$ cat config.mk
export PLATFORM = sky130hd
export DESIGN_NAME = piso_frame_tx
export DESIGN_NICKNAME = d
export VERILOG_FILES = /design/src/rtl/piso_frame_tx_pkg.sv /design/src/rtl/piso_frame_tx_bit_timer.sv /design/src/rtl/piso_frame_tx.sv
export SDC_FILE = /design/constraint.sdc
export NUM_CORES = 1
export LEC_CHECK = 0
export CAP_MARGIN = 20
export CORE_ASPECT_RATIO = 0.7
export CORE_MARGIN = 4
export CORE_UTILIZATION = 46
export DETAILED_ROUTE_END_ITERATION = 6
export GPL_ROUTABILITY_DRIVEN = 1
export GPL_TIMING_DRIVEN = 0
export PLACE_DENSITY_LB_ADDON = 0.3
export SLEW_MARGIN = 0
export SYNTH_ARGS = -nofsm -noshare
export SYNTH_HDL_FRONTEND = slang
export SYNTH_SLANG_ARGS = --single-unit
$ cat constraint.sdc
create_clock -name clk -period 1.4 [get_ports clk]
set_clock_uncertainty 0.1 [all_clocks]
set_input_delay 0.28 -clock clk [delete_from_list [all_inputs] [get_ports clk]]
set_output_delay 0.28 -clock clk [all_outputs]
set_load 0.005 [all_outputs]
$ cat src/rtl/piso_frame_tx_pkg.sv
// Shared framing constants, FSM encoding and frame-length helper for the
// serial framer and the downstream deserializer bench.
package piso_frame_tx_pkg;

  localparam logic START_LVL = 1'b0;
  localparam logic STOP_LVL  = 1'b1;
  localparam logic IDLE_LVL  = 1'b1;
  localparam int   DATA_BITS = 8;

  typedef enum logic [2:0] {
    ST_IDLE   = 3'd0,
    ST_START  = 3'd1,
    ST_DATA   = 3'd2,
    ST_PARITY = 3'd3,
    ST_STOP   = 3'd4
  } tx_state_t;

  // Total clk cycles one frame occupies on the line.
  function automatic int frame_len(input int clks_per_bit, input int parity_en,
                                   input int stop_bits);
    return (1 + DATA_BITS + parity_en + stop_bits) * clks_per_bit;
  endfunction

endpackage

$ cat src/rtl/piso_frame_tx_bit_timer.sv
// Bit-period timer: one-cycle bit_tick every CLKS_PER_BIT cycles.
// restart zeroes the count so the following bit gets a full period.
// With CLKS_PER_BIT=1 the count never leaves 0 and bit_tick is constant 1.
module piso_frame_tx_bit_timer #(
  parameter int CLKS_PER_BIT = 1
) (
  input  logic clk,
  input  logic reset,
  input  logic restart,
  output logic bit_tick
);

  localparam int CW = $clog2(CLKS_PER_BIT) + 1;
  localparam logic [CW-1:0] LAST = CW'(CLKS_PER_BIT - 1);

  logic [CW-1:0] count;

  assign bit_tick = (count == LAST);

  // Free-running count that wraps on the tick and reloads on restart.
  always_ff @(posedge clk or posedge reset) begin
    if (reset)                    count <= '0;
    else if (restart || bit_tick) count <= '0;
    else                          count <= count + CW'(1);
  end

endmodule

$ cat src/rtl/piso_frame_tx.sv
// Serial framer: start bit 0, 8 data bits LSB first, optional even parity,
// STOP_BITS stop bits of 1; line idles high.
//
// Handshake: a byte is taken when data_valid && ready at a rising clk edge.
// ready is high in IDLE and on the final cycle of the last stop bit, so a
// source holding data_valid gets frames back to back with no idle gap. While
// ready is low data_valid is ignored and the source must hold its byte.
module piso_frame_tx #(
  parameter int CLKS_PER_BIT = 1,
  parameter int PARITY_EN    = 0,
  parameter int STOP_BITS    = 1
) (
  input  logic       clk,
  input  logic       reset,
  input  logic [7:0] data_in,
  input  logic       data_valid,
  output logic       ready,
  output logic       serial_out,
  output logic       busy,
  output logic       frame_done
);

  import piso_frame_tx_pkg::*;

  localparam logic [2:0] LAST_DATA = 3'(DATA_BITS - 1);
  localparam logic       STOP_LAST = 1'(STOP_BITS - 1);
  localparam logic       PAR_ON    = (PARITY_EN != 0);

  tx_state_t  state, state_next;
  logic [7:0] shift;
  logic       parity_bit;
  logic [2:0] bit_cnt;
  logic       stop_cnt;
  logic       bit_tick;
  logic       accept;
  logic       last_stop;

  assign last_stop = (state == ST_STOP) && bit_tick && (stop_cnt == STOP_LAST);
  assign accept    = data_valid && ready;

  piso_frame_tx_bit_timer #(.CLKS_PER_BIT(CLKS_PER_BIT)) u_bit_timer (
    .clk      (clk),
    .reset    (reset),
    .restart  (accept),
    .bit_tick (bit_tick)
  );

  // State register.
  always_ff @(posedge clk or posedge reset) begin
    if (reset) state <= ST_IDLE;
    else       state <= state_next;
  end

  // Next-state logic: each bit lasts one bit time, advanced by bit_tick.
  always_comb begin
    state_next = state;
    case (state)
      ST_IDLE:   if (accept) state_next = ST_START;
      ST_START:  if (bit_tick) state_next = ST_DATA;
      ST_DATA:   if (bit_tick && (bit_cnt == LAST_DATA))
                   state_next = PAR_ON ? ST_PARITY : ST_STOP;
      ST_PARITY: if (bit_tick) state_next = ST_STOP;
      ST_STOP:   if (last_stop) state_next = accept ? ST_START : ST_IDLE;
      default:   state_next = ST_IDLE;
    endcase
  end

  // Outputs decoded from state; serial_out follows reset immediately.
  always_comb begin
    serial_out = IDLE_LVL;
    busy       = 1'b1;
    ready      = 1'b0;
    frame_done = 1'b0;
    case (state)
      ST_IDLE: begin
        busy  = 1'b0;
        ready = 1'b1;
      end
      ST_START:  serial_out = START_LVL;
      ST_DATA:   serial_out = shift[0];
      ST_PARITY: serial_out = parity_bit;
      ST_STOP: begin
        serial_out = STOP_LVL;
        ready      = last_stop;
        frame_done = last_stop;
      end
      default: begin
        busy  = 1'b0;
        ready = 1'b1;
      end
    endcase
  end

  // Byte capture, data shifting and bit/stop counters.
  always_ff @(posedge clk or posedge reset) begin
    if (reset) begin
      shift      <= '0;
      parity_bit <= 1'b0;
      bit_cnt    <= '0;
      stop_cnt   <= 1'b0;
    end else if (accept) begin
      shift      <= data_in;
      parity_bit <= ^data_in;
      bit_cnt    <= '0;
      stop_cnt   <= 1'b0;
    end else begin
      if ((state == ST_DATA) && bit_tick) begin
        shift   <= {1'b0, shift[7:1]};
        bit_cnt <= bit_cnt + 3'd1;
      end
      if ((state == ST_STOP) && bit_tick) stop_cnt <= last_stop ? 1'b0 : 1'b1;
    end
  end

endmodule
==> results.sh <==
export IMPL_grt_pass1_vias=751
export IMPL_cpLargestDelayFamily="buffers and inverters"
export IMPL_ys_warn_count=0
export IMPL_drtIter0Drc=11
export IMPL_ys_top_cells_by_area="dfrtp_1, mux2i_1, xnor2_1"
export IMPL_fmax_mhz=584.8
export IMPL_wl_um=2110
export IMPL_cts_hold_buf=0
export IMPL_critPathSlowestCell="dfrtp_1"
export IMPL_finalSetupViolCount=18
export IMPL_ant_nets=0
export IMPL_relSlewSlack_pct=57.00
export IMPL_layout_nets=134
export IMPL_viasPerCell=5.155
export IMPL_synth_edf_count=0
export IMPL_crit_buf_inv=3
export IMPL_yosys_area_top_type="dfrtp_1"
export IMPL_slowest_delay_ps=390
export IMPL_path_cells="buf_6 > nor2_4 > buf_6 > nor4b_2 > buf_2"
export IMPL_place_ws_ps=-546.8
export IMPL_core_area_um2=1871
export IMPL_tightest_slew_ps=644.3
export IMPL_chipHeight_um=45.21
export IMPL_gp_congestion=0.7448
export IMPL_row_count=13
export IMPL_cpMostUsedCell="buf_6"
export IMPL_powerDensity_nw_per_um2=1934
export IMPL_drv_cap=0
export IMPL_syn_avg_cell_area_um2=10.11
export IMPL_vias=732
export IMPL_drt_pass1_iter_count=4
export IMPL_hold_violations=0
export IMPL_drive_gt1_share_pct=37.50
export IMPL_io_buffers=14
export IMPL_status="finished with violations"
export IMPL_cts_max_level=1
export IMPL_synthAdderAreaFrac_pct=2.751
export IMPL_synth_top_family_by_area="compound AO/OA/AOI/OAI gates"
export IMPL_setup_slack_ps=-310.1
export IMPL_drc=0
export IMPL_dieArea_um2=2764
export IMPL_start_util_pct=48.63
export IMPL_violations="negative setup slack"
export IMPL_cts_made_buffers=3
export IMPL_dp_hpwl_um=1378
export IMPL_yosys_top_cells_count="dfrtp_1, nor2_1, mux2i_1, xnor2_1, a21oi_1"
export IMPL_root_buffer="clkbuf_4"
export IMPL_synthXorXnorAreaFrac_pct=8.666
export IMPL_required_ps=1020
export IMPL_synth_compound_area_share_pct=12.93
export IMPL_whs_ps=253.9
export IMPL_die_w_um=61.15
export IMPL_timing_final_crit_period_ps=1710
export IMPL_crit_arrival_ps=1330
export IMPL_slew_violations=0
export IMPL_critPathCaptureType="primary output"
export IMPL_async_reset_ff_share_pct=100.0
export IMPL_netlist_area_um2=909.6
export IMPL_synth_nets=103
export IMPL_final_period_utilization_pct=122.1
export IMPL_yosysMostFrequentCell="dfrtp_1"
export IMPL_grtUsageTotal_pct=17.12
export IMPL_reg2reg_slack_ps=-160
export IMPL_clock_latency_ps=300
export IMPL_synth_top_area_share_pct=46.77
export IMPL_ys_seq_area_share_pct=46.77
export IMPL_io_pins=15
export IMPL_clk_pin_slew_ps=100
export IMPL_fillCellCount=145
export IMPL_worstSetupPathType="flip-flop to primary output"
export IMPL_routedWlPerCell_um=14.86
export IMPL_ys_ff_latch=17
export IMPL_gr_total_overflow=0
export IMPL_p_leak_nw=0.5494
export IMPL_hp_class="primary input to asynchronous set/reset pin"
export IMPL_cts_tree="built"
export IMPL_grt_max_degree=18
export IMPL_ys_flop_type="dfrtp_1"
export IMPL_syn_inst=90
export IMPL_n_antenna_cell=0
export IMPL_rsz0062_at_grt="yes"
export IMPL_vdd_drop_max_v=0.001359
export IMPL_yosys_area_share_simple_pct=12.93
export IMPL_cp_max_fo=6
export IMPL_clkSinkCount=17
export IMPL_area_delta_synth_final_pct=44.84
export IMPL_clockBufferDepth=2
export IMPL_grt_pass1_wl_um=3325
export IMPL_startpoint_type="flip-flop"
export IMPL_ys_types=27
export IMPL_antenna_found_initial=0
export IMPL_synthMuxAreaShare_pct=9.904
## power breakdown
part | internal (mW) | switching (mW) | total (mW)
Clock | 0.107 | 0.165 | 0.272
Sequential | 0.682 | 0.141 | 0.822
Combinational | 0.795 | 0.659 | 1.45
## worst paths after layout
check,start,end,cells past startpoint
hold / removal,reset,bit_cnt[0],2
min in group clk,parity_bit,parity_bit,2
setup reg to reg,state[1],shift[0],7
setup / recovery,state[1],frame_done,5
hold reg to reg,parity_bit,parity_bit,2
max in group asynchronous,reset,state[2],2
## worst register-to-register path: stages (launching register included)
cell      delay, ps
dfrtp_1         350
buf_6           140
buf_12          110
nand2b_4         60
nor3_4          210
clkbuf_8        220
mux2i_1         180
a21oi_1          80
## flip-flops by register name (all words and copies together) (netlist names)
| signal | flops |
|---|---|
| stop_cnt | 1 |
| shift | 8 |
| state | 3 |
| u_bit_timer.count | 1 |
| bit_cnt | 3 |
| parity_bit | 1 |
## cell type report
cell class	instances	area, um^2	share of cell area, %
well taps	22	27.53	2.089
plain buffers	4	45.04	3.419
flip-flops and latches	17	429.2	32.57
inverters	4	17.52	1.330
repair buffers	27	251.5	19.09
clock buffers	3	22.52	1.709
clock inverters	1	5.005	0.3799
multi-input cells	64	519.2	39.41
## placed cells by master, fill, tap and decap left out
| master | netlist | final |
|---|---|---|
| o21bai_4 | 0 | 2 |
| o21ai_2 | 1 | 1 |
| nor3_4 | 0 | 1 |
| a32o_1 | 1 | 1 |
| conb_1 | 1 | 1 |
| buf_4 | 1 | 8 |
| clkdlybuf4s50_1 | 0 | 10 |
| buf_2 | 2 | 4 |
| nand2b_4 | 0 | 1 |
| buf_6 | 1 | 6 |
| o21ai_1 | 3 | 3 |
| clkbuf_4 | 1 | 3 |
| nand2_1 | 6 | 6 |
| nor2_2 | 0 | 4 |
| o31ai_1 | 1 | 1 |
| xnor2_1 | 9 | 9 |
| nand3b_1 | 1 | 1 |
| inv_2 | 1 | 1 |
| inv_4 | 0 | 1 |
| inv_1 | 3 | 2 |
| nor2_4 | 0 | 1 |
| buf_12 | 0 | 1 |
| buf_8 | 0 | 1 |
| dfrtp_1 | 17 | 14 |
| clkinv_2 | 0 | 1 |
| nor2_1 | 13 | 8 |
| dfrtp_2 | 0 | 3 |
| ha_2 | 0 | 2 |
| a21oi_1 | 8 | 8 |
| o21ai_4 | 0 | 1 |
| nor3b_1 | 1 | 1 |
| clkbuf_8 | 0 | 1 |
| nor4b_2 | 0 | 1 |
| o311ai_4 | 0 | 1 |
| and2_1 | 1 | 1 |
| mux2i_1 | 9 | 9 |
## routing by layer
metal,part of all wire (%),wire length [um],global-route usage (%)
met5,0,0,0
met4,1.7,36,8.225
met3,4.1,87,6.000
met2,49,1024,27.85
met1,46,962,20.14
## through the flow
step	power [mW]	setup TNS (ps)	cell area [um^2]	utilization [%]	std cells
2_1_floorplan	1.518	-583.0	937.1	-	90
3_3_place_gp	1.805	-3192	1105	59.06	126
3_5_place_dp	1.863	-3758	1105	59.06	126
4_1_cts	2.317	-2971	1226	65.55	139
5_1_grt	2.719	-3726	1318	70.43	142
6_report	2.548	-2738	1318	70.43	142
## kinds of logic after synthesis
group                    Yosys count
buffers and inverters              9
multiplexers                       9
adder cells (fa/ha/maj)            2
XOR/XNOR                           9
AO/OA/AOI/OAI                     18
other                              1
AND/OR/NAND/NOR                   25
flip-flops                        17
## what timing repair did
item,CTS,global route
buffers inserted,8,4
cloned,1,0
gates resized for setup,29,17
setup endpoints to repair,18,20
pin swaps,2,3
Power figures use the tool's default switching activity.
